`src/rtl/sync_sequencer.sv`:
```
// rtl/sync_sequencer.sv - delayed pulse-train trigger sequencer
// Define SYNC_SEQ_CONTINUOUS_EN to make a latched pulse count of 0 free-running.
module sync_sequencer (
  input  logic        clk,
  input  logic        rst,
  input  logic        start,
  input  logic        abort,
  input  logic [15:0] delay_reg,
  input  logic [15:0] width_reg,
  input  logic [15:0] gap_reg,
  input  logic [7:0]  count_reg,
  output logic        sync_pulse,
  output logic        busy,
  output logic        done,
  output logic        aborted,
  output logic [7:0]  shot_count
);

  localparam logic [2:0] ST_IDLE  = 3'd0;
  localparam logic [2:0] ST_DELAY = 3'd1;
  localparam logic [2:0] ST_PULSE = 3'd2;
  localparam logic [2:0] ST_GAP   = 3'd3;
  localparam logic [2:0] ST_DONE  = 3'd4;

  logic [2:0]  state_q, state_d;
  logic [15:0] cnt_q, cnt_d;
  logic [15:0] width_q, width_d;
  logic [15:0] gap_q, gap_d;
  logic [7:0]  count_q, count_d;
  logic [7:0]  shot_q, shot_d;
  logic        pulse_q, pulse_d;
  logic        busy_q, busy_d;
  logic        done_q, done_d;
  logic        aborted_q, aborted_d;

  logic [15:0] w_load;
  logic [15:0] g_load;
  logic        last_shot;
  logic [2:0]  start_target;

  // Zero-length high/low times behave as one cycle.
  assign w_load = (width_q == 16'd0) ? 16'd0 : width_q - 16'd1;
  assign g_load = (gap_q == 16'd0) ? 16'd0 : gap_q - 16'd1;

`ifdef SYNC_SEQ_CONTINUOUS_EN
  assign last_shot    = (count_q != 8'd0) && (shot_q == count_q);
  assign start_target = ST_DELAY;
`else
  assign last_shot    = (shot_q == count_q);
  assign start_target = (count_reg == 8'd0) ? ST_DONE : ST_DELAY;
`endif

  always_comb begin
    state_d   = state_q;
    cnt_d     = cnt_q;
    width_d   = width_q;
    gap_d     = gap_q;
    count_d   = count_q;
    shot_d    = shot_q;
    pulse_d   = pulse_q;
    done_d    = 1'b0;
    aborted_d = 1'b0;

    case (state_q)
      ST_IDLE: begin
        // The delay needs no separate latch: the down-counter holds it for the run.
        if (start && !abort) begin
          width_d = width_reg;
          gap_d   = gap_reg;
          count_d = count_reg;
          shot_d  = 8'd0;
          cnt_d   = delay_reg;
          state_d = start_target;
        end
      end
      ST_DELAY, ST_GAP: begin
        if (abort) begin
          state_d   = ST_IDLE;
          pulse_d   = 1'b0;
          aborted_d = 1'b1;
        end else if (cnt_q != 16'd0) begin
          cnt_d = cnt_q - 16'd1;
        end else begin
          state_d = ST_PULSE;
          pulse_d = 1'b1;
          cnt_d   = w_load;
          shot_d  = shot_q + 8'd1;
        end
      end
      ST_PULSE: begin
        if (abort) begin
          state_d   = ST_IDLE;
          pulse_d   = 1'b0;
          aborted_d = 1'b1;
        end else if (cnt_q != 16'd0) begin
          cnt_d = cnt_q - 16'd1;
        end else begin
          pulse_d = 1'b0;
          if (last_shot) begin
            state_d = ST_DONE;
          end else begin
            state_d = ST_GAP;
            cnt_d   = g_load;
          end
        end
      end
      ST_DONE: begin
        state_d = ST_IDLE;
        done_d  = 1'b1;
      end
      default: begin
        state_d = ST_IDLE;
        pulse_d = 1'b0;
      end
    endcase

    busy_d = (state_d == ST_DELAY) || (state_d == ST_PULSE) || (state_d == ST_GAP);
  end

  always_ff @(posedge clk or negedge rst) begin
    if (!rst) begin
      state_q   <= ST_IDLE;
      cnt_q     <= 16'd0;
      width_q   <= 16'd0;
      gap_q     <= 16'd0;
      count_q   <= 8'd0;
      shot_q    <= 8'd0;
      pulse_q   <= 1'b0;
      busy_q    <= 1'b0;
      done_q    <= 1'b0;
      aborted_q <= 1'b0;
    end else begin
      state_q   <= state_d;
      cnt_q     <= cnt_d;
      width_q   <= width_d;
      gap_q     <= gap_d;
      count_q   <= count_d;
      shot_q    <= shot_d;
      pulse_q   <= pulse_d;
      busy_q    <= busy_d;
      done_q    <= done_d;
      aborted_q <= aborted_d;
    end
  end

  assign sync_pulse = pulse_q;
  assign busy       = busy_q;
  assign done       = done_q;
  assign aborted    = aborted_q;
  assign shot_count = shot_q;

endmodule

```
`config.mk`:
```
export PLATFORM = sky130hd
export DESIGN_NAME = sync_sequencer
export DESIGN_NICKNAME = d
export VERILOG_FILES = /design/src/rtl/sync_sequencer.sv
export SDC_FILE = /design/constraint.sdc
export NUM_CORES = 1
export LEC_CHECK = 0
export ABC_AREA = 0
export CAP_MARGIN = 20
export CORE_ASPECT_RATIO = 1.25
export CORE_MARGIN = 10
export CORE_UTILIZATION = 31
export CTS_BUF_LIST = sky130_fd_sc_hd__clkbuf_4 sky130_fd_sc_hd__clkbuf_8
export DETAILED_ROUTE_END_ITERATION = 16
export DONT_BUFFER_PORTS = 1
export PLACE_DENSITY_LB_ADDON = 0.08
export SKIP_LAST_GASP = 1
export SYNTH_ARGS = -nofsm -noshare
export SYNTH_HDL_FRONTEND = slang
export SYNTH_SLANG_ARGS = --single-unit
```
`constraint.sdc`:
```
create_clock -name clk -period 2.8 [get_ports clk]
set_input_delay 0.56 -clock clk [delete_from_list [all_inputs] [get_ports clk]]
set_output_delay 0.56 -clock clk [all_outputs]
set_load 0.005 [all_outputs]
```
Word-level counts from Yosys, hierarchy flattened
Cells that the tools add are included.
W data, S select, Z words.
{"block": "word_totals", "ff_bits": 71, "in_bits": 60, "output_inout_bits": 12}
{"block": "op_classes", "addsub": 4, "n_eq_ne": 15, "muxes": 29, "n_bitwise": 1, "n_reduce_logical": 18}
{"operator": "$mux W16", "n": 8}
{"operator": "$pmux W16 S3", "n": 1}
{"operator": "$sub A16 B1 Y16 const B", "n": 3}
{"operator": "$logic_not A16 Y1", "n": 2}
{"operator": "$mux W8", "n": 3}
{"operator": "$mux W3", "n": 7}
{"operator": "$pmux W8 S2", "n": 1}
{"operator": "$reduce_bool A16 Y1", "n": 1}
{"operator": "$eq A3 B2 Y1 const B", "n": 4}
{"operator": "$ne A3 B3 Y1 const B", "n": 3}
{"operator": "$pmux W3 S3", "n": 1}
{"operator": "$add A8 B1 Y8 const B", "n": 1}
{"operator": "$eq A8 B8 Y1", "n": 1}
{"operator": "$logic_not A8 Y1", "n": 1}
{"operator": "$ne A2 B2 Y1 const B", "n": 4}
{"operator": "$mux W1", "n": 7}
{"operator": "$eq A3 B1 Y1 const B", "n": 2}
{"operator": "$reduce_and A5 Y1", "n": 1}
{"operator": "$reduce_and A4 Y1", "n": 1}
{"operator": "$reduce_or A2 Y1", "n": 2}
{"operator": "$eq A3 B3 Y1 const B", "n": 1}
{"operator": "$logic_not A3 Y1", "n": 1}
{"operator": "$pmux W1 S3", "n": 1}
{"operator": "$reduce_and A3 Y1", "n": 1}
{"operator": "8 further kinds", "n": 9}

Logic depth before layout (Yosys ltp)
{"block": "depth", "word_depth": 8, "depth_mapped": 9}

Worst setup path after synthesis
No wires, ideal clock.
{"block": "synth_path", "path_type": "register to register", "from": "reg cnt_q[2]", "to": "reg cnt_q[10]", "setup_ns": 0.126, "t_arrival_ns": 2.329, "required_ns": 2.674, "path_slack_ns": 0.345, "stages_incl_launch_ff": 8, "synth_period_minus_slack_ns": 2.455, "path_cell_list": "dfrtp_1 > or4_4 > or4_4 > nor3b_4 > a31oi_1 > buf_2 > a21oi_1 > a21oi_1"}
{"block": "synth_via", "elab_chain_cells": 4}
{"item": "from (decl)", "line_no": "26", "source": "logic [15:0] cnt_q, cnt_d;"}
{"item": "from (signal assigned)", "line_no": "134", "source": "cnt_q <= cnt_d;"}
{"item": "$sub A16 B1 Y16 or $reduce_bool A16 Y1 (tied branches)"}
{"item": "$mux W16 (on tied branches)", "line_no": "95, 81"}
{"item": "$mux W16 (on tied branches)", "line_no": "91, 77"}
{"item": "$pmux W16 S3", "line_no": "64", "source": "case (state_q)"}
Several ways; a longest one is shown, not always the timed one. The select of a mux whose other input is x is not followed.
A chain may end at the register's enable or synchronous reset.

Worst setup path in the final report
{"block": "layout_path", "from": "reg width_q[0]", "to": "reg cnt_q[14]"}
{"block": "layout_via", "elab_chain_cells": 5}
{"item": "from (decl)", "line_no": "27", "source": "logic [15:0] width_q, width_d;"}
{"item": "from (signal assigned)", "line_no": "135", "source": "width_q <= width_d;"}
{"item": "$sub A16 B1 Y16 or $logic_not A16 Y1 (tied branches)", "line_no": "42", "source": "assign w_load = (width_q == 16'd0) ? 16'd0 : width_q - 16'd1;"}
{"item": "$mux W16 *", "line_no": "42"}
{"item": "$mux W16 *", "line_no": "81", "source": "end else if (cnt_q != 16'd0) begin"}
{"item": "$mux W16 *", "line_no": "77", "source": "if (abort) begin"}
{"item": "$pmux W16 S3 *", "line_no": "64"}
Every way passes the cells marked *; elsewhere a longest branch is shown, timed or not. The select of a mux whose other input is x is not followed.

==> results.sh <==
export IMPL_status="finished clean"
export IMPL_cp_start_kind="flip-flop"
export IMPL_finalSetupTns_ns=0
export IMPL_cp_end_kind="flip-flop"
export IMPL_first_iter_violations=200
export IMPL_vias_per_cell=5.24
export IMPL_critPathTopFamily="simple AND/OR/NAND/NOR gates"
export IMPL_r2r_slack_ns=0.16
export IMPL_place_hpwl_um=10800
export IMPL_drtPass1Iterations=4
export IMPL_startpoint="width_q[0]"
export IMPL_antenna_found_initial=0
export IMPL_r2r_end="cnt_q[14]"
export IMPL_fin_crit_ns=2.64
export IMPL_yosysMostFrequentCell="nand2_1"
export IMPL_areaGrowthSynthToFinish_pct=13.2
export IMPL_io_pin_count=72
export IMPL_crit_arrival_ns=2.90
export IMPL_ys_types=51
export IMPL_endpoint="cnt_q[14]"
export IMPL_hold_path_class="input port to asynchronous set/reset pin"
export IMPL_syn_area_um2=4350
export IMPL_clkLatencyLatePin_ns=0.37
export IMPL_cts_htree_levels=3
export IMPL_instances_no_fill=728
export IMPL_grtUsageTotal_pct=14.7
export IMPL_routedWlPerCell_um=19.8
export IMPL_crit_chain="inv_1, ha_1, or4b_2, nor4_2, nand2b_2, o22ai_1, a211oi_1, o21ai_0"
export IMPL_die_area_um2=19200
export IMPL_reg2reg_from="width_q[0]"
export IMPL_placedCellCount=710
export IMPL_rsz0062_at_grt="false"
export IMPL_max_stage_delay_ns=0.66
export IMPL_nets=614
export IMPL_setup_violations=0
export IMPL_num_vias=3812
export IMPL_drive_above_1_share_pct=9.96
export IMPL_clk_pin_slew_ns=0.08
export IMPL_place_gp_congestion=0.909
export IMPL_overflow=0
export IMPL_synth_largest_area_cell="dfrtp_1"
export IMPL_yosysWarnings=0
export IMPL_post_route_period_util_pct=94.4
export IMPL_post_dp_cell_area_um2=4670
export IMPL_clk_path_buf_depth=2
export IMPL_timing_fmax_mhz=378
export IMPL_power_leakage_uw=0.00204
export IMPL_synth_seq_area_share_pct=40.9
export IMPL_nFillCells=1481
export IMPL_grt_max_degree=72
export IMPL_cp_depth=8
export IMPL_row_count=48
export IMPL_synth_common_cells="138 x nand2_1, 71 x dfrtp_1, 43 x nor2_1, 31 x o21ai_0, 30 x xnor2_1"
export IMPL_synthTopCellsByArea="dfrtp_1 41%, nand2_1 12%, xnor2_1 6.0%, nor2_1 3.7%, o21ai_0 3.6%"
export IMPL_root_buffer="clkbuf_8"
export IMPL_fp_dieW_um=126
export IMPL_syn_mean_instance_area_um2=8.14
export IMPL_synth_edf_count=0
export IMPL_max_cap_violations=0
export IMPL_grt_pass1_wl_um=22400
export IMPL_critPathKind="flip-flop to flip-flop"
export IMPL_hold_violations=0
export IMPL_grt_pass1_vias=3950
export IMPL_final_area_um2=4920
export IMPL_slowest_stage="or4b_2"
export IMPL_crit_fanout=7
export IMPL_ir_worst_vdd_mv=0.309
export IMPL_r2r_worst_path_cells=8
export IMPL_finalClockSkew_ns=0.00991
export IMPL_relSlewSlack_pct=49.2
export IMPL_floorplan_initialDensity_pct=31.5
export IMPL_post_place_ws_ns=0.0398
export IMPL_tightest_slew_ns=0.759
export IMPL_synthesis_instances=534
export IMPL_yosys_register_bits=71
export IMPL_async_flop_share_pct=100
export IMPL_cp_required_ns=3.05
export IMPL_port_buffers=0
export IMPL_numCtsBuffers=9
export IMPL_antenna_left=0
export IMPL_yosysTopAreaCellShare_pct=40.9
export IMPL_yosys_most_used_dff="dfrtp_1"
export IMPL_crit_buf_inv=1
export IMPL_core_area_um2=13800
export IMPL_cts_tree="done"
export IMPL_final_max_slew_viol_count=0
export IMPL_power_density_nw_per_um2=662
export IMPL_synthesis_nets=601
export IMPL_totalWireLength_um=14400
export IMPL_setup_ws_ns=0.155
export IMPL_dieHeight_um=152
export IMPL_route_detailed_drc=0
export IMPL_numClockSinks=71
[repair_timing]
action,CTS,global route
buffers inserted,0,0
setup endpoints to repair,1,10
cloned,0,0
hold endpoints to repair,71,0
resized for setup,1,2
hold buffers,1,0
[per-layer routing]
layer  up-vias  track usage [%]  share of wire, %
met4         0             7.17               2.3
met3        18             4.07               6.2
met1      1816             17.4                43
met5         -                0                 0
met2        88             23.9                48
li1       1890                -                 -
[cell type report]
cell class	instances	area, µm²	share of cell area, %
clock buffers	10	131	2.67
repair buffers	23	218	4.42
multi-input cells	433	2460	49.9
flip-flops and latches	71	1780	36.1
well taps	175	219	4.45
inverters	9	33.8	0.686
diodes	1	2.50	0.0508
clock inverters	6	85.1	1.73
[logic make-up (layout without fill, tap and decap cells)]
group	count (synthesis)	count (layout)	share of synthesized area [%]
AO/OA/AOI/OAI	99	99	13.4
flip-flops	71	71	40.9
multiplexers	4	4	0.949
XOR/XNOR	46	46	9.26
buffers and inverters	30	48	2.91
AND/OR/NAND/NOR	277	277	30.6
other	0	1	0
adder cells (fa/ha/maj)	7	7	2.01
[worst reg2reg max path, stage by stage (launching register included)]
cell and delay, ns:
dfrtp_1 0.41, inv_1 0.11, ha_1 0.21, or4b_2 0.66, nor4_2 0.36, nand2b_2 0.28, o22ai_1 0.11, a211oi_1 0.26
o21ai_0 0.13
[cell usage in the layout (no fill, tap or decap), types with 3 or more instances in the layout]
cell type  netlist  layout
a21oi_1         27      27
a31oi_1          5       5
and2_1           4       4
buf_4            1      20
clkbuf_8         0       9
dfrtp_1         71      71
ha_1             7       7
inv_1            9       9
mux2i_1          3       3
nand2_1        138     138
nand2b_1         6       4
nand3_1          6       6
nand3b_1         3       3
nand4_1          8       8
nor2_1          43      43
nor3_1          14      14
nor3b_1          4       4
nor4_1          13      12
nor4_2           2       3
o21ai_0         31      31
o22ai_1         15      15
o31ai_1          7       7
or3_1           10      10
or4_1            7       7
or4_4            3       3
xnor2_1         30      30
xor2_1          16      16
[flip-flops by register name, indices dropped and copies added, names as in the netlist, 3 cells and up]
register	cells
cnt_q	16
count_q	8
shot_count	8
width_q	16
gap_q	16
state_q	3
[report_power, final]
| part | switching [µW] | internal (µW) | total (µW) |
|---|---|---|---|
| registers | 217 | 1190 | 1410 |
| clock network | 432 | 508 | 940 |
| logic | 524 | 383 | 907 |
| total | 1170 | 2090 | 3260 |
[stage by stage]
stage	hold slack (ns)	power, µW	utilization, %
after floorplan	0.264	1980	-
after global placement	0.268	2300	33.8
after detailed placement	0.269	2310	33.8
after CTS	0.0736	3300	35.6
after global routing	0.0860	3470	35.6
final	0.0757	3260	35.7
[worst min path at each step]
stage	from	endpoint	slack (ns)	cells past startpoint
floorplan	rst	aborted	0.26	0
global placement	rst	cnt_q[3]	0.27	0
detailed placement	rst	cnt_q[4]	0.27	0
CTS	rst	cnt_q[6]	0.07	1
global route	rst	width_q[1]	0.09	1
finish	rst	width_q[1]	0.08	1
Power figures use the tool's default switching activity.
